<file path="config.mk">
export PLATFORM = sky130hd
export DESIGN_NAME = mem_bus_arbiter
export DESIGN_NICKNAME = d
export VERILOG_FILES = /design/src/rtl/mem_bus_arbiter.sv
export SDC_FILE = /design/constraint.sdc
export NUM_CORES = 1
export LEC_CHECK = 0
export CELL_PAD_IN_SITES_DETAIL_PLACEMENT = 1
export CELL_PAD_IN_SITES_GLOBAL_PLACEMENT = 2
export CORE_ASPECT_RATIO = 1.1
export CORE_MARGIN = 2
export CORE_UTILIZATION = 10
export CTS_CLUSTER_SIZE = 20
export DETAILED_ROUTE_END_ITERATION = 10
export GPL_ROUTABILITY_DRIVEN = 0
export GPL_TIMING_DRIVEN = 0
export PLACE_DENSITY_LB_ADDON = 0.1
export RECOVER_POWER = 50
export SYNTH_ARGS = -nofsm -noshare
export SYNTH_HDL_FRONTEND = slang
export SYNTH_SLANG_ARGS = --single-unit
</file>
<file path="constraint.sdc">
create_clock -name clk -period 1.4 [get_ports clk]
set_input_delay 0.42 -clock clk [delete_from_list [all_inputs] [get_ports clk]]
set_output_delay 0.42 -clock clk [all_outputs]
set_load 0.01 [all_outputs]
</file>
<file path="src/rtl/mem_bus_arbiter.sv">
// mem_bus_arbiter: shares one memory port between instruction fetch (i_*)
// and data access (d_*). Only one transaction is in flight at a time, and
// each one uses an address phase followed by a data phase.
//
// Ports:
//   clk, reset              rising-edge clock; asynchronous active-high reset
//   i_valid, i_addr         fetch request, held until i_addr_ok
//   i_addr_ok, i_data_ok    fetch address accepted / fetch data returned
//   i_data                  fetch read data (qualify with i_data_ok)
//   d_valid, d_addr         data request, held until d_addr_ok
//   d_strobe, d_wdata       byte enables (0 = read) and write data
//   d_addr_ok, d_data_ok    data address accepted / data transaction done
//   d_data                  data read data (qualify with d_data_ok)
//   m_valid, m_addr         shared memory request and address
//   m_strobe, m_wdata       shared byte enables (0 for fetch) and write data
//   m_addr_ok, m_data_ok    memory address accepted / transaction done
//   m_data                  memory read data
//   busy                    high whenever a grant is outstanding
//
// Data requests win arbitration. A fetch can only be passed over
// MAX_D_STREAK times in a row before it is granted.

module mem_bus_arbiter #(
   parameter int unsigned MAX_D_STREAK = 4
) (
   input  logic        clk,
   input  logic        reset,

   input  logic        i_valid,
   input  logic [31:0] i_addr,
   output logic        i_addr_ok,
   output logic        i_data_ok,
   output logic [31:0] i_data,

   input  logic        d_valid,
   input  logic [31:0] d_addr,
   input  logic [3:0]  d_strobe,
   input  logic [31:0] d_wdata,
   output logic        d_addr_ok,
   output logic        d_data_ok,
   output logic [31:0] d_data,

   output logic        m_valid,
   output logic [31:0] m_addr,
   output logic [3:0]  m_strobe,
   output logic [31:0] m_wdata,
   input  logic        m_addr_ok,
   input  logic        m_data_ok,
   input  logic [31:0] m_data,

   output logic        busy
);

   typedef enum logic [2:0] {
      IDLE,
      I_ADDR,
      I_DATA,
      D_ADDR,
      D_DATA
   } state_t;

   localparam logic [3:0] STREAK_MAX = 4'(MAX_D_STREAK);

   state_t     state;
   state_t     nextState;
   logic [3:0] streak;
   logic [3:0] nextStreak;
   logic       streakFull;
   logic [3:0] streakInc;

   // Streak counts data grants made while a fetch was waiting.
   // Once it reaches the limit, the pending fetch goes next.
   assign streakFull = (streak >= STREAK_MAX);
   assign streakInc  = streakFull ? streak : streak + 4'd1;

   always_ff @(posedge clk or posedge reset) begin
      if (reset) begin
         state  <= IDLE;
         streak <= 4'd0;
      end else begin
         state  <= nextState;
         streak <= nextStreak;
      end
   end

   always_comb begin
      nextState  = state;
      nextStreak = streak;
      m_valid    = 1'b0;
      m_addr     = 32'h0;
      m_strobe   = 4'h0;
      m_wdata    = 32'h0;
      i_addr_ok  = 1'b0;
      i_data_ok  = 1'b0;
      d_addr_ok  = 1'b0;
      d_data_ok  = 1'b0;

      unique case (state)
         IDLE: begin
            // Memory responses are ignored while idle.
            if (d_valid && (!i_valid || !streakFull)) begin
               nextState  = D_ADDR;
               nextStreak = i_valid ? streakInc : 4'd0;
            end else if (i_valid) begin
               nextState  = I_ADDR;
               nextStreak = 4'd0;
            end
         end

         I_ADDR: begin
            m_valid   = 1'b1;
            m_addr    = i_addr;
            i_addr_ok = m_addr_ok;
            if (m_addr_ok) begin
               // A same-cycle data_ok completes the transfer at once.
               if (m_data_ok) begin
                  i_data_ok = 1'b1;
                  nextState = IDLE;
               end else begin
                  nextState = I_DATA;
               end
            end
         end

         I_DATA: begin
            i_data_ok = m_data_ok;
            if (m_data_ok) begin
               nextState = IDLE;
            end
         end

         D_ADDR: begin
            m_valid   = 1'b1;
            m_addr    = d_addr;
            m_strobe  = d_strobe;
            m_wdata   = d_wdata;
            d_addr_ok = m_addr_ok;
            if (m_addr_ok) begin
               if (m_data_ok) begin
                  d_data_ok = 1'b1;
                  nextState = IDLE;
               end else begin
                  nextState = D_DATA;
               end
            end
         end

         D_DATA: begin
            d_data_ok = m_data_ok;
            if (m_data_ok) begin
               nextState = IDLE;
            end
         end

         default: begin
            nextState = IDLE;
         end
      endcase
   end

   // Read data is shared; each requester qualifies it with its data_ok.
   assign i_data = m_data;
   assign d_data = m_data;
   assign busy   = (state != IDLE);

endmodule

</file>
Word-level counts from Yosys, hierarchy flattened. Index checks and enable logic that the tools add are counted.

Flip-flop bits (word level): 7. Output and inout port bits: 138. Input port bits: 138. Logic and storage cells: 46.

Muxes and demuxes: 22. Order comparisons: 1. Equal/unequal tests: 9. Reductions and logical operators: 11. Add/sub/neg operators: 1.

Operator list (number): $pmux W32 S2 (1); $mux W32 (1); $mux W4 (5); $mux W3 (6); $pmux W3 S4 (1); $eq A3 B2 Y1 const B (2); $ne A3 B3 Y1 const B (2); $mux W1 (5); $add A4 B1 Y4 const B (1); $ge A4 B3 Y1 const B (1); $ne A2 B2 Y1 const B (2); $pmux W1 S2 (2); $reduce_and A4 Y1 (1); $reduce_or A2 Y1 (2); $eq A3 B1 Y1 const B (1); $eq A3 B3 Y1 const B (1); $logic_not A3 Y1 (1); $reduce_and A3 Y1 (1); $reduce_bool A3 Y1 (1); $logic_not A1 Y1 (2); $mux W2 (1); $ne A2 B1 Y1 const B (1); $reduce_bool A2 Y1 (1); $logic_and A1 B1 Y1 (1); $logic_or A1 B1 Y1 (1).

Logic depth before layout (Yosys ltp).
Depth in word-level cells: 6. Depth in mapped cells: 6.

Least setup slack after synthesis. OpenSTA, ideal clock, no wires.

Kind: flip-flop to output port. Start point: register state[2]. End point: output port d_data_ok. Cell stages (with the launch flop): 7. Required time: 0.980 ns. Arrival: 1.159 ns. Setup slack: -0.179 ns. Path buffers: 2. Path through: dfrtp_1 -> nand2b_1 -> buf_4 -> inv_2 -> buf_6 -> a32oi_1 -> nor2b_1.

Longest elaborated chain between the ends: 2.

RTL lines: start: declaration (line 64) `state_t state;`; start signal: assignment (line 81) `state <= nextState;`; $eq A3 B3 Y1 / $eq A3 B2 Y1 (equally long branches) (line 98) `unique case (state)`; $pmux W1 S2 * (line 98); end: declaration (line 40) `output logic d_data_ok,`.

Every way passes the cells marked *; elsewhere a longest branch is shown, timed or not.

Final worst setup path.
Start point: register state[1]. End point: output port d_data_ok.

Same word-level chain as after synthesis.

==> results.py <==
metrics = {
    "run_status": {
        "status": "complete, but fails checks",
        "violations": "setup timing",
    },
    "worst_hold_path": {
        "hold_class": "reg2reg",
        "hold_path_depth": 1,
        "hold_path_startpoint": "streak[1]",
        "holdPathEnd": "streak[1]",
    },
    "cells_and_area": {
        "n_antenna_cell": 0,
        "fin_nets": 628,
        "final_core_util_pct": 33.4,
        "num-fill-cells": 1811,
        "area_growth_pct": 225,
        "drive_gt1_share_pct": 54.9,
        "design_area_mm2": 0.00525,
    },
    "worst_setup_path": {
        "start_kind": "flop",
        "crit_type": "reg2out",
        "r2r_slack_ns": 0.02,
        "path_max_fanout": 4,
        "ff2ff_path_depth": 6,
        "reg2reg_to": "streak[0]",
        "rr_startpoint": "state[2]",
        "cp-end-kind": "primary output",
        "critPathArrivalTime_ns": 1.41,
        "cp.required_ns": 0.98,
    },
    "power_and_ir_drop": {
        "clkPwrFrac_pct": 6.7,
        "total_power_mw": 7.21,
        "sw_frac_of_total_pct": 38.6,
        "p_leak_nw": 2.37,
        "combPwrFrac_pct": 88.7,
        "p_int_mw": 4.43,
        "p_seq_share_pct": 4.6,
        "ir_drop_uv": 503,
        "power_density_mw_per_mm2": 1370,
        "p_sw_mw": 2.79,
    },
    "clocking": {
        "cts_tree": "done",
        "cts_max_path_buffers": 2,
        "insertion_delay_ns": 0.23,
        "clkTransAtPathRegs_ns": 0.04,
        "htreeDepth": 1,
        "cts_hold_buf": 0,
        "cts_num_sinks": 7,
        "clockRootBuffer": "clkbuf_16",
        "numCtsBuffers": 3,
    },
    "grt": {
        "grtUsageTotal_pct": 9.97,
        "grt_pass1_vias": 2602,
        "antenna_found_initial": 0,
        "gr-total-overflow": 0,
        "grt_pass1_wl_mm": 13.8,
        "grt_max_degree": 11,
    },
    "logic_synthesis": {
        "synth.area.top_cells": "buf_4 31%, mux2i_1 20%, and3_1 14%, dfrtp_1 11%, nor2_1 8.1%",
        "synth_xor_area_share_pct": 0,
        "synth_edf_count": 0,
        "synthAdderAreaFrac_pct": 0.775,
        "synth_cell_types": 23,
        "ys_warn_count": 0,
        "synth_nets": 356,
        "ys_ff_latch": 7,
        "muxShareOfSynthArea_pct": 21.1,
        "yosysMostFrequentCell": "buf_4",
        "yosys.area_share.simple_pct": 27.3,
        "synth_area_leader_cell": "buf_4",
        "yosysSeqAreaShare_pct": 10.8,
        "syn_inst": 217,
        "synth_top_family_by_area": "buffers and inverters",
        "synth.top_cells.by_count": "67 x buf_4, 37 x and3_1, 35 x nor2_1",
        "syn_area_mm2": 0.00162,
        "synth_compound_area_share_pct": 3.56,
        "synthArstFlopShare_pct": 100,
        "synth_top_flop_cell": "dfrtp_1",
        "avgSynthCellArea_um2": 7.44,
        "synth_top_area_share_pct": 31.1,
    },
    "sta": {
        "slew_headroom_pct": 80.4,
        "finClkSkew_ns": 0.00139,
        "period_share_pct": 131,
        "rsz0062_at_grt": "true",
        "finalHoldViolations": 0,
        "setup_slack_ns": -0.432,
        "fin_crit_ns": 1.83,
        "setup_viol": 74,
        "maxSlewViolCount": 0,
        "fmax_mhz": 546,
        "holdWs_ns": 0.508,
        "tightest_slew_ns": 0.293,
    },
    "routing": {
        "drt-initial-drc-count": 26,
        "top_layer_used": "met4",
        "drt_wl_total_mm": 10.0,
        "wl_per_cell_um": 14.6,
        "dr_wl_met3_um": 983,
        "wl_met1_mm": 3.47,
        "viasPerCell": 3.69,
        "dr_wl_met2_mm": 5.51,
        "drt_pass1_iterations": 3,
        "final_antenna_net_count": 0,
        "drc": 0,
        "via_count": 2537,
    },
    "floorplanning": {
        "core_area_mm2": 0.0157,
        "fp.dieW_um": 125,
        "ios": 276,
        "die_y_um": 137,
        "start_util_pct": 10.3,
        "core.rowCount": 48,
        "dieArea_mm2": 0.0172,
    },
    "placement": {
        "port_buffers": 243,
        "hpwl_mm": 8.08,
        "postPlaceCellArea_mm2": 0.00456,
    },
    "job": {
        "drv_cap": 0,
    },
}
worst max-delay path by stage:
stage                    from    endpoint  slack [ns]  cells past startpoint
floorplan            state[2]   d_data_ok       -0.13                      6
finish               state[1]   d_data_ok       -0.43                      5
detailed placement  m_addr_ok   i_data_ok       -1.18                      5
global route         state[1]   d_data_ok       -0.49                      5
CTS                  state[1]  m_addr[16]       -0.58                      5
global placement    m_addr_ok   i_data_ok       -1.16                      5
per-layer routing:
metal	vias to the layer above	global-route usage [%]
li1	1216	-
met1	1157	10.6
met2	158	19.6
met3	6	3.50
met4	0	0.926
met5	-	0
sequential cells by signal, summed over array words and instances (netlist names):
name,flops
state,3
streak,4
kinds of logic (layout without fill, tap and decap cells):
family	Yosys count	in the layout
AOI/OAI and AO/OA	9	9
DFF	7	7
buffers and inverters	83	354
adders and majority gates	1	1
muxes	34	34
and+or+nand+nor	83	83
per-stage QoR:
step	setup slack, ns	std cells	setup TNS, ns
after floorplan	-0.127	217	-6.90
after global placement	-1.16	660	-59.74
after detailed placement	-1.18	660	-60.11
after CTS	-0.580	673	-34.09
after global routing	-0.485	688	-31.29
final	-0.432	688	-27.60
layout make-up:
| cell class | instances | area (µm²) | share of cell area (%) |
|---|---|---|---|
| inverters | 3 | 23.8 | 0.453 |
| well taps | 200 | 250 | 4.77 |
| repair buffers | 268 | 2670 | 50.8 |
| plain buffers | 79 | 712 | 13.6 |
| flip-flops and latches | 7 | 179 | 3.41 |
| multi-input cells | 127 | 1340 | 25.5 |
| clock buffers | 4 | 78.8 | 1.50 |
power groups by stage:
| stage | combinational [mW] | clock (mW) | sequential, mW |
|---|---|---|---|
| 2_1_floorplan | 2.48 | 0 | 0.323 |
| 3_3_place_gp | 4.72 | 0 | 0.338 |
| 4_1_cts | 5.12 | 0.496 | 0.310 |
| 6_report | 6.40 | 0.484 | 0.330 |
| 5_1_grt | 6.83 | 0.500 | 0.341 |
| 3_5_place_dp | 4.74 | 0 | 0.339 |
layout by cell type, fill, tap and decap left out, types with 6 or more instances in the layout:
master | netlist | final
clkdlybuf4s50_1 | 0 | 103
mux2i_4 | 0 | 12
buf_12 | 0 | 6
mux2i_1 | 33 | 17
nor2_1 | 35 | 16
clkbuf_16 | 0 | 11
buf_2 | 7 | 19
nor2_4 | 0 | 6
nor2_2 | 0 | 13
buf_6 | 2 | 55
buf_8 | 0 | 7
buf_4 | 67 | 73
clkbuf_2 | 0 | 8
dlygate4sd2_1 | 0 | 64
and3_4 | 0 | 37
worst max-delay path, stage by stage (launching register included):
cell and delay (ns):
dfrtp_2 0.44, clkbuf_16 0.18, buf_4 0.15, a32oi_4 0.22, nor2b_2 0.06, buf_2 0.14
repair_timing:
action                                 in CTS  in global routing
buffers inserted                            8                  8
resized for setup                         360                157
pin swaps                                  13                 11
endpoints found under the hold margin       0                  0
gates cloned                                2                  8
setup endpoints to repair                 139                 74
No activity file was read; power rests on OpenSTA's default activity.
